--- config.mk ---
export PLATFORM = sky130hd
export DESIGN_NAME = systolic_feeder
export DESIGN_NICKNAME = d
export VERILOG_FILES = /design/src/rtl/systolic_pkg.sv /design/src/rtl/feeder_bank.sv /design/src/rtl/systolic_feeder.sv
export SDC_FILE = /design/constraint.sdc
export NUM_CORES = 1
export LEC_CHECK = 0
export CAP_MARGIN = 20
export CORE_MARGIN = 2
export CORE_UTILIZATION = 59
export CTS_BUF_LIST = sky130_fd_sc_hd__clkbuf_8 sky130_fd_sc_hd__clkbuf_16
export CTS_CLUSTER_SIZE = 8
export DETAILED_ROUTE_END_ITERATION = 10
export PLACE_DENSITY = 0.79
export SETUP_SLACK_MARGIN = 0.02
export SLEW_MARGIN = 20
export SYNTH_ARGS = -nofsm -noshare
export SYNTH_HDL_FRONTEND = slang
export SYNTH_HIERARCHICAL = 1
export SYNTH_SLANG_ARGS = --single-unit
--- constraint.sdc ---
create_clock -name clk -period 7.4 [get_ports clk]
set_input_delay 2.22 -clock clk [delete_from_list [all_inputs] [get_ports clk]]
set_output_delay 2.22 -clock clk [all_outputs]
set_load 0.02 [all_outputs]
--- src/rtl/systolic_pkg.sv ---
// Shared constants, state type and edge-bus helper for the systolic grid feeder.
package systolic_pkg;

  localparam int DEF_N      = 4;
  localparam int DEF_DATA_W = 16;
  localparam int ACC_W      = 2 * DEF_DATA_W;

  typedef enum logic [2:0] {
    IDLE,
    CLEAR,
    STREAM,
    DRAIN,
    FIN
  } feeder_state_e;

  // Lowest bit of lane `lane` in a packed edge bus built from `width`-bit lanes.
  function automatic int lane_lsb(input int lane, input int width);
    return lane * width;
  endfunction

endpackage

--- src/rtl/feeder_bank.sv ---
// N x N operand register file with one write port and an N-lane diagonally skewed read port.
// COL_MAJOR=0 reads lane i = M[i][s-i] (west edge); COL_MAJOR=1 reads lane j = M[s-j][j] (north edge).
module feeder_bank
  import systolic_pkg::*;
#(
  parameter int N         = DEF_N,
  parameter int DATA_W    = DEF_DATA_W,
  parameter int COL_MAJOR = 0,
  parameter int IDX_W     = $clog2(N),
  parameter int S_W       = $clog2(2 * N)
) (
  input  logic                clk,
  input  logic                wr_en,
  input  logic [IDX_W-1:0]    wr_row,
  input  logic [IDX_W-1:0]    wr_col,
  input  logic [DATA_W-1:0]   wr_data,
  input  logic [S_W-1:0]      rd_s,
  output logic [N*DATA_W-1:0] rd_lanes
);

  logic [DATA_W-1:0] mem [N][N];

  // NOTE: the operand array is deliberately left out of reset; every element is loaded
  // before use, and a reset would only add a clear path to each storage flop.
  // Sequential state is always updated with <= so every flop samples pre-edge values.
  always_ff @(posedge clk) begin
    if (wr_en) mem[wr_row][wr_col] <= wr_data;
  end

  for (genvar l = 0; l < N; l++) begin : g_lane
    logic [S_W:0]      off;
    logic [DATA_W-1:0] val;

    // NOTE: val gets a default before any branch so this block never infers a latch.
    always_comb begin
      off = {1'b0, rd_s} - (S_W + 1)'(l);
      val = '0;
      // A negative s-l wraps into the top bit, so one compare covers both bounds.
      if (off < (S_W + 1)'(N)) begin
        if (COL_MAJOR != 0) val = mem[off[IDX_W-1:0]][l];
        else                val = mem[l][off[IDX_W-1:0]];
      end
    end

    assign rd_lanes[lane_lsb(l, DATA_W) +: DATA_W] = val;
  end

endmodule

--- src/rtl/systolic_feeder.sv ---
// Edge driver for an N x N systolic MAC grid: buffers A and B, clears the grid, streams skewed operands.
// Define SYSTOLIC_FEEDER_PINGPONG_EN for double-buffered operands that accept writes during runs.
module systolic_feeder
  import systolic_pkg::*;
#(
  parameter int N      = DEF_N,
  parameter int DATA_W = DEF_DATA_W
) (
  input  logic                 clk,
  input  logic                 rst,
  input  logic                 wr_valid,
  output logic                 wr_ready,
  input  logic                 wr_sel,
  input  logic [$clog2(N)-1:0] wr_row,
  input  logic [$clog2(N)-1:0] wr_col,
  input  logic [DATA_W-1:0]    wr_data,
  input  logic                 start,
  output logic                 busy,
  output logic                 done,
  output logic                 array_clr,
  output logic [N*DATA_W-1:0]  west_out,
  output logic [N*DATA_W-1:0]  north_out
);

  localparam int IDX_W = $clog2(N);
  localparam int S_W   = $clog2(2 * N);

  feeder_state_e       state_q, state_d;
  logic [S_W-1:0]      cnt_q, cnt_d;
  logic                wr_in_range;
  logic                wr_acc;
  logic [N*DATA_W-1:0] west_rd, north_rd;

  assign wr_in_range = ({1'b0, wr_row} < (IDX_W + 1)'(N)) &&
                       ({1'b0, wr_col} < (IDX_W + 1)'(N));
  assign wr_acc      = wr_valid && wr_ready && wr_in_range;

  always_comb begin
    state_d = state_q;
    cnt_d   = cnt_q;
    unique case (state_q)
      IDLE: begin
        if (start) begin
          state_d = CLEAR;
          cnt_d   = '0;
        end
      end
      CLEAR: begin
        if (cnt_q == S_W'(N - 1)) begin
          state_d = STREAM;
          cnt_d   = '0;
        end else begin
          cnt_d = cnt_q + 1'b1;
        end
      end
      STREAM: begin
        if (cnt_q == S_W'(2 * N - 2)) begin
          state_d = DRAIN;
          cnt_d   = '0;
        end else begin
          cnt_d = cnt_q + 1'b1;
        end
      end
      DRAIN: begin
        if (cnt_q == S_W'(N - 2)) begin
          state_d = FIN;
          cnt_d   = '0;
        end else begin
          cnt_d = cnt_q + 1'b1;
        end
      end
      FIN: begin
        state_d = IDLE;
        cnt_d   = '0;
      end
      default: begin
        state_d = IDLE;
        cnt_d   = '0;
      end
    endcase
  end

  always_ff @(posedge clk or posedge rst) begin
    if (rst) begin
      state_q <= IDLE;
      cnt_q   <= '0;
    end else begin
      state_q <= state_d;
      cnt_q   <= cnt_d;
    end
  end

  // Lanes are loaded from the next stream index so cycle s shows skew step s from a flop.
  always_ff @(posedge clk or posedge rst) begin
    if (rst) begin
      west_out  <= '0;
      north_out <= '0;
    end else begin
      west_out  <= (state_d == STREAM) ? west_rd  : '0;
      north_out <= (state_d == STREAM) ? north_rd : '0;
    end
  end

  assign busy      = (state_q != IDLE);
  assign done      = (state_q == FIN);
  assign array_clr = (state_q == CLEAR);

`ifdef SYSTOLIC_FEEDER_PINGPONG_EN
  logic                start_acc;
  logic                wr_bank_q;
  logic [N*DATA_W-1:0] west_bk  [2];
  logic [N*DATA_W-1:0] north_bk [2];

  assign start_acc = (state_q == IDLE) && start;
  assign wr_ready  = 1'b1;

  // Writes land in wr_bank_q; a run reads the other bank, which was the write bank before start.
  always_ff @(posedge clk or posedge rst) begin
    if (rst)            wr_bank_q <= 1'b0;
    else if (start_acc) wr_bank_q <= ~wr_bank_q;
  end

  for (genvar b = 0; b < 2; b++) begin : g_bank
    logic bank_wr;
    assign bank_wr = wr_acc && (wr_bank_q == 1'(b));

    feeder_bank #(.N(N), .DATA_W(DATA_W), .COL_MAJOR(0)) u_bank_a (
      .clk      (clk),
      .wr_en    (bank_wr && !wr_sel),
      .wr_row   (wr_row),
      .wr_col   (wr_col),
      .wr_data  (wr_data),
      .rd_s     (cnt_d),
      .rd_lanes (west_bk[b])
    );

    feeder_bank #(.N(N), .DATA_W(DATA_W), .COL_MAJOR(1)) u_bank_b (
      .clk      (clk),
      .wr_en    (bank_wr && wr_sel),
      .wr_row   (wr_row),
      .wr_col   (wr_col),
      .wr_data  (wr_data),
      .rd_s     (cnt_d),
      .rd_lanes (north_bk[b])
    );
  end

  assign west_rd  = west_bk[~wr_bank_q];
  assign north_rd = north_bk[~wr_bank_q];
`else
  assign wr_ready = !busy;

  feeder_bank #(.N(N), .DATA_W(DATA_W), .COL_MAJOR(0)) u_bank_a (
    .clk      (clk),
    .wr_en    (wr_acc && !wr_sel),
    .wr_row   (wr_row),
    .wr_col   (wr_col),
    .wr_data  (wr_data),
    .rd_s     (cnt_d),
    .rd_lanes (west_rd)
  );

  feeder_bank #(.N(N), .DATA_W(DATA_W), .COL_MAJOR(1)) u_bank_b (
    .clk      (clk),
    .wr_en    (wr_acc && wr_sel),
    .wr_row   (wr_row),
    .wr_col   (wr_col),
    .wr_data  (wr_data),
    .rd_s     (cnt_d),
    .rd_lanes (north_rd)
  );
`endif

endmodule
# Word-level counts from Yosys, hierarchy flattened
# Memory sizes are Yosys's and may differ from the RTL's.
# Cells that the tools add are included.
# W data, S select, Z words.
[op_classes]
add_sub_neg = 4
multipliers = 0
div = 0
order_cmp = 10
n_eq_ne = 8
shift = 0
mux = 38
bitwise_logic = 5
reduce_logical = 8
[op_table]
columns = ["cell", "n"]
rows = [
  ["$mux W16", 17],
  ["$mux W64", 4],
  ["$bmux W16 S2", 4],
  ["$demux W16 S2", 1],
  ["$mux W3", 8],
  ["$pmux W3 S4", 2],
  ["$eq A3 B2 Y1 const B", 5],
  ["$ge A3 B3 Y1 const B", 5],
  ["$not A2 Y3", 5],
  ["$lt A4 B3 Y1 const B", 3],
  ["$sub A3 B2 Y4 const B", 2],
  ["$eq A3 B3 Y1 const B", 2],
  ["$logic_and A1 B1 Y1", 4],
  ["$sub A3 B1 Y4 const B", 1],
  ["$add A3 B1 Y3 const B", 1],
  ["$eq A3 B1 Y1 const B", 1],
  ["$logic_not A3 Y1", 1],
  ["$lt A3 B1 Y1 const B", 1],
  ["$lt A3 B3 Y1 const B", 1],
  ["$reduce_bool A3 Y1", 1],
  ["$logic_not A1 Y1", 2],
  ["$mux W1", 2],
]
[totals]
reg_bits = 134
latch_bits = 0
mem_bits_rw = 512
mem_bits_ro = 0
input_bits = 25
output_inout_bits = 132
memories = 2
[mem_list]
columns = ["memory", "depth", "word_bits", "rd", "rd_clocked_by_memory_dff", "write_ports", "line_no", "source"]
rows = [
  ["u_bank_a.mem", 4, 64, 4, 0, 1, "feeder_bank.sv:21", "logic [DATA_W-1:0] mem [N][N];"],
  ["u_bank_b.mem", 4, 64, 4, 0, 1, "feeder_bank.sv:21", ""],
]

# Depth between registers and ports, before layout
[depth]
depth_word = 10
mapped_depth = 15

# Hierarchy
# Netlist, hierarchy kept.
[modules_own_cells]
columns = ["mod", "instances", "cells_each", "area_per_inst_um2", "seq_area_each_um2"]
rows = [
  ["feeder_bank at u_bank_a", 1, 439, 9914.5, 7687.4],
  ["feeder_bank at u_bank_b", 1, 439, 9910.8, 7687.4],
  ["systolic_feeder", 1, 348, 5836.8, 3353.2],
]

# Least setup slack after synthesis
# No wires, ideal clock.
[synth_timing]
path_kind = "input-to-reg"
startpoint = "input start"
endpoint = "register north_out[27]"
arrival_ns = 4.816
slack_ns = 2.456
path_stages = 11
n_path_buf = 3
cell_sequence = "nor4_1 nand2_1 o31ai_1 buf_2 clkbuf_1 inv_1 ha_1 buf_1 mux4_2 and3_1 nor4b_2"
[synth_between]
elab_chain_cells = 6
[synth_lines]
columns = ["element", "line_no", "source"]
rows = [
  ["start, declared", "systolic_feeder.sv:17", "input logic start,"],
  ["$mux W3 *", "systolic_feeder.sv:43", "if (start) begin"],
  ["$pmux W3 S4 *", "systolic_feeder.sv:41", "unique case (state_q)"],
  ["net cnt_d[1]", "systolic_feeder.sv:29", "logic [S_W-1:0] cnt_q, cnt_d;"],
  ["$sub A3 B1 Y4 *", "feeder_bank.sv:36", "off = {1'b0, rd_s} - (S_W + 1)'(l);"],
  ["$lt A4 B3 Y1 or $mem_v2 Z4 W64 (tied branches)", "--", ""],
  ["$mux W16 *", "feeder_bank.sv:39", "if (off < (S_W + 1)'(N)) begin"],
  ["net north_rd[27]", "systolic_feeder.sv:32", "logic [N*DATA_W-1:0] west_rd, north_rd;"],
  ["$mux W64 *", "systolic_feeder.sv:100", "north_out <= (state_d == STREAM) ? north_rd : '0;"],
  ["end signal, assigned", "systolic_feeder.sv:100", ""],
  ["end, declared", "systolic_feeder.sv:22", "output logic [N*DATA_W-1:0] north_out"],
]
# Mark *: on every way through the listed nets, which the timed path passes. The rest lies on a longest branch.

# Final worst setup path
[layout_timing]
startpoint = "input start"
endpoint = "register west_out[22]"
[layout_between]
elab_chain_cells = 9
[layout_lines]
columns = ["element", "line_no", "source"]
rows = [
  ["$mux W3 *", "systolic_feeder.sv:43", ""],
  ["$pmux W3 S4 *", "systolic_feeder.sv:41", ""],
  ["net cnt_d[1]", "systolic_feeder.sv:29", ""],
  ["$sub A3 B1 Y4 *", "feeder_bank.sv:36", ""],
  ["$not A2 Y3 (implied by the code)", "feeder_bank.sv:41", "else val = mem[l][off[IDX_W-1:0]];"],
  ["$bmux W16 S2", "feeder_bank.sv:41", ""],
  ["$mux W16 (implied by the code) (2 in series)", "feeder_bank.sv:41", ""],
  ["$mux W16 *", "feeder_bank.sv:39", ""],
  ["net west_rd[22]", "systolic_feeder.sv:32", ""],
  ["$mux W64 *", "systolic_feeder.sv:99", "west_out <= (state_d == STREAM) ? west_rd : '0;"],
  ["end signal, assigned", "systolic_feeder.sv:99", ""],
  ["end, declared", "systolic_feeder.sv:21", "output logic [N*DATA_W-1:0] west_out,"],
]
# Mark *: on every way through the listed nets, which the timed path passes. The rest lies on a longest branch. The select of a mux whose other input is x is not followed.

==> metrics.yaml <==
cts_tree: "yes"
grt_max_degree: 130
cts.clk_slew.worst_paths_ps: 50
worstMarginPinSlew_ps: 1080
die_x_um: 213
yosys-top-cells-area: "edfxtp_1 (60%), dfrtp_1 (13%), mux4_2 (11%)"
async_flop_share_pct: 20.7
synth_cell_types: 41
clockRootBuffer: "clkbuf_16"
cts.htree.levels: 3
via_count: 12803
hold_start: "cnt_q[0]"
finalSetupViolCount: 0
synth_area_um2: 25700
synth_top_area_share_pct: 59.9
antennaDiodeCount: 0
post_cts_buffers: 0
grt_usage_pct: 25.3
fin_skew_ps: 24.3
wl_um: 55200
die_height_um: 213
synth_ff_type: "edfxtp_1"
r2r-start: "state_q[2]"
drt_iter0_drc: 1326
power_density_nw_per_um2: 416
grt_first_pass_wirelength_um: 82700
synth-edff-count: 512
slew_violations: 0
period_needed_ps: 5580
hold_depth: 1
period_share_pct: 75.4
synthesis.nets: 1263
finalSetupTns_ps: 0
ios: 157
drive_gt1_share_pct: 27.4
hold_path_class: "flop to flop"
worstPathArrival_ps: 6020
gp_congestion: 0.744
start_kind: "primary input"
yosysTopAreaCell: "edfxtp_1"
r2r_cells: 10
dp_hpwl_um: 28300
layout.nets: 1470
design_area_um2: 30400
ys_warn_count: 6
core_area_um2: 43000
placed_area_um2: 27800
peakVddDrop_v: 0.000546
grt_pass1_vias: 13408
wire_per_inst_um: 26.3
start_util_pct: 59.7
path_max_fanout: 23
clock_latency_ps: 610
p_total_mw: 12.6
cts_made_buffers: 90
vias_per_cell: 6.11
synth_cells: 1226
path_cells: "clkdlybuf4s50_1, nor4_1, nand2_1, o31ai_4, buf_4, inv_1, ha_1, buf_4, mux4_2, and3_1, nor4b_2"
final_hold_viol_count: 0
path_buf_inv: 4
status: "finished clean"
clock.fmax_mhz: 179
syn_area_per_cell_um2: 20.9
crit_path_max_incr_delay_ps: 830
p_leak_nw: 10.5
cap_violations: 0
cp.required_ps: 7830
port_buffers: 156
crit_slowest_cell: "ha_1"
hold_path_end: "cnt_q[0]"
dr.pass1.iters: 5
r2r_slack_ps: 3130
cts_sinks: 646
crit_family: "buffers and inverters"
slew_headroom_pct: 27.5
rsz0062_at_grt: "no"
areaGrowthSynthToFinish_pct: 18.5
r2r-end: "west_out[22]"
holdWs_ps: 673
synth_seq_cells: 646
cts-hold-fix-buffers: 0
endpoint_kind: "flop"
crit_top_cell: "buf_4"
clockBufferDepth: 3
synth-seq-area-share_pct: 73.0
antenna_found_initial: 0
ctsResizeCount: 0
die_area_um2: 45200
fillers: 2556
grt-ovfl-total: 0
crit_type: "primary input to flop"
rows: 76
drc: 0
ant_nets: 0
-- state kept, by name, summed over array words and instances (netlist names) --
signal and flops:
cnt_q 3, u_bank_a/mem 256, north_out 64, west_out 64, state_q 3, u_bank_b/mem 256
-- worst register-to-register path: cells and delay by family, from the launching register on --
| kind | cells | cell delay (ps) |
|---|---|---|
| AND/OR/NAND/NOR | 4 | 1310 |
| AO/OA/AOI/OAI | 1 | 100 |
| buffers and inverters | 3 | 920 |
| multiplexers | 1 | 340 |
| flip-flops | 1 | 600 |
| adder cells (fa/ha/maj) | 1 | 830 |
-- placed cells by master (no fill, tap or decap), drive strengths merged, types with 2 or more instances in the layout --
master,instances
and3,33
dfrtp,134
nor2,25
mux4,128
nor3,9
clkinv,3
clkbuf,93
nand3b,6
nand3,3
a21boi,32
o31ai,2
nand2,5
and2,64
nor3b,3
nand2b,11
inv,86
ha,12
nand4b,2
edfxtp,512
or3b,2
clkdlybuf4s50,154
xnor2,2
nor4b,128
buf,49
-- layout make-up --
class	count	area (um2)	share of cell area, %
clock inverter	76	333	1.09
tap	585	732	2.41
sequential	646	18700	61.6
timing repair buffer	203	1950	6.40
inverter	13	53.8	0.177
multi-input combinational	479	6290	20.7
clock buffer	93	2320	7.62
-- report_power, final --
part | switching [mW] | internal [mW] | leakage [nW]
Combinational | 2.52 | 2.24 | 2.44
Sequential | 0.0928 | 4.10 | 6.46
Clock | 1.45 | 2.23 | 1.55
Total | 4.06 | 8.57 | 10.5
-- cell usage after synthesis, drive strengths merged, types with 2 or more instances --
master,count
a21boi,32
and2,64
and3,33
buf,69
clkbuf,19
dfrtp,134
edfxtp,512
ha,12
inv,13
mux4,128
nand2,5
nand2b,11
nand3,3
nand3b,6
nand4b,2
nor2,25
nor3,9
nor3b,3
nor4b,128
o31ai,2
or3b,2
xnor2,2
-- worst max path at each step --
stage                      from           end  slack [ps]  cells past startpoint
final                     start  west_out[22]        1820                     11
after global routing      start  west_out[22]        1550                     11
after CTS                 start  west_out[22]        1890                     11
after detailed placement  start  west_out[17]        1250                     11
after global placement    start  west_out[26]        1280                     11
after floorplan             rst      cnt_q[0]        1600                      1
-- layer usage --
| metal | part of all wire, % | GRT usage, % |
|---|---|---|
| met5 | 0 | 0.667 |
| met4 | 3.0 | 9.57 |
| met3 | 8.6 | 5.67 |
| met2 | 49 | 39.9 |
| met1 | 39 | 34.9 |
-- metrics by stage --
| step | instances | worst slack (ps) | utilization (%) |
|---|---|---|---|
| detailed placement | 1926 | 1250 | 64.6 |
| floorplan | 1226 | 1600 | - |
| global placement | 1925 | 1280 | 64.6 |
| finish | 2095 | 1820 | 70.7 |
| CTS | 2095 | 1890 | 70.8 |
| global route | 2095 | 1550 | 70.7 |
-- kinds of logic (layout without fill, tap and decap cells) --
group / after synthesis / after routing / synth area share (%)
adder cells (fa/ha/maj): 12 / 12 / 0.585
AO/OA/AOI/OAI: 40 / 40 / 1.19
flip-flops: 646 / 646 / 73.0
AND/OR/NAND/NOR: 296 / 296 / 10.9
XOR/XNOR: 3 / 3 / 0.102
multiplexers: 128 / 128 / 11.2
buffers and inverters: 101 / 385 / 2.96
Power figures use the tool's default switching activity.
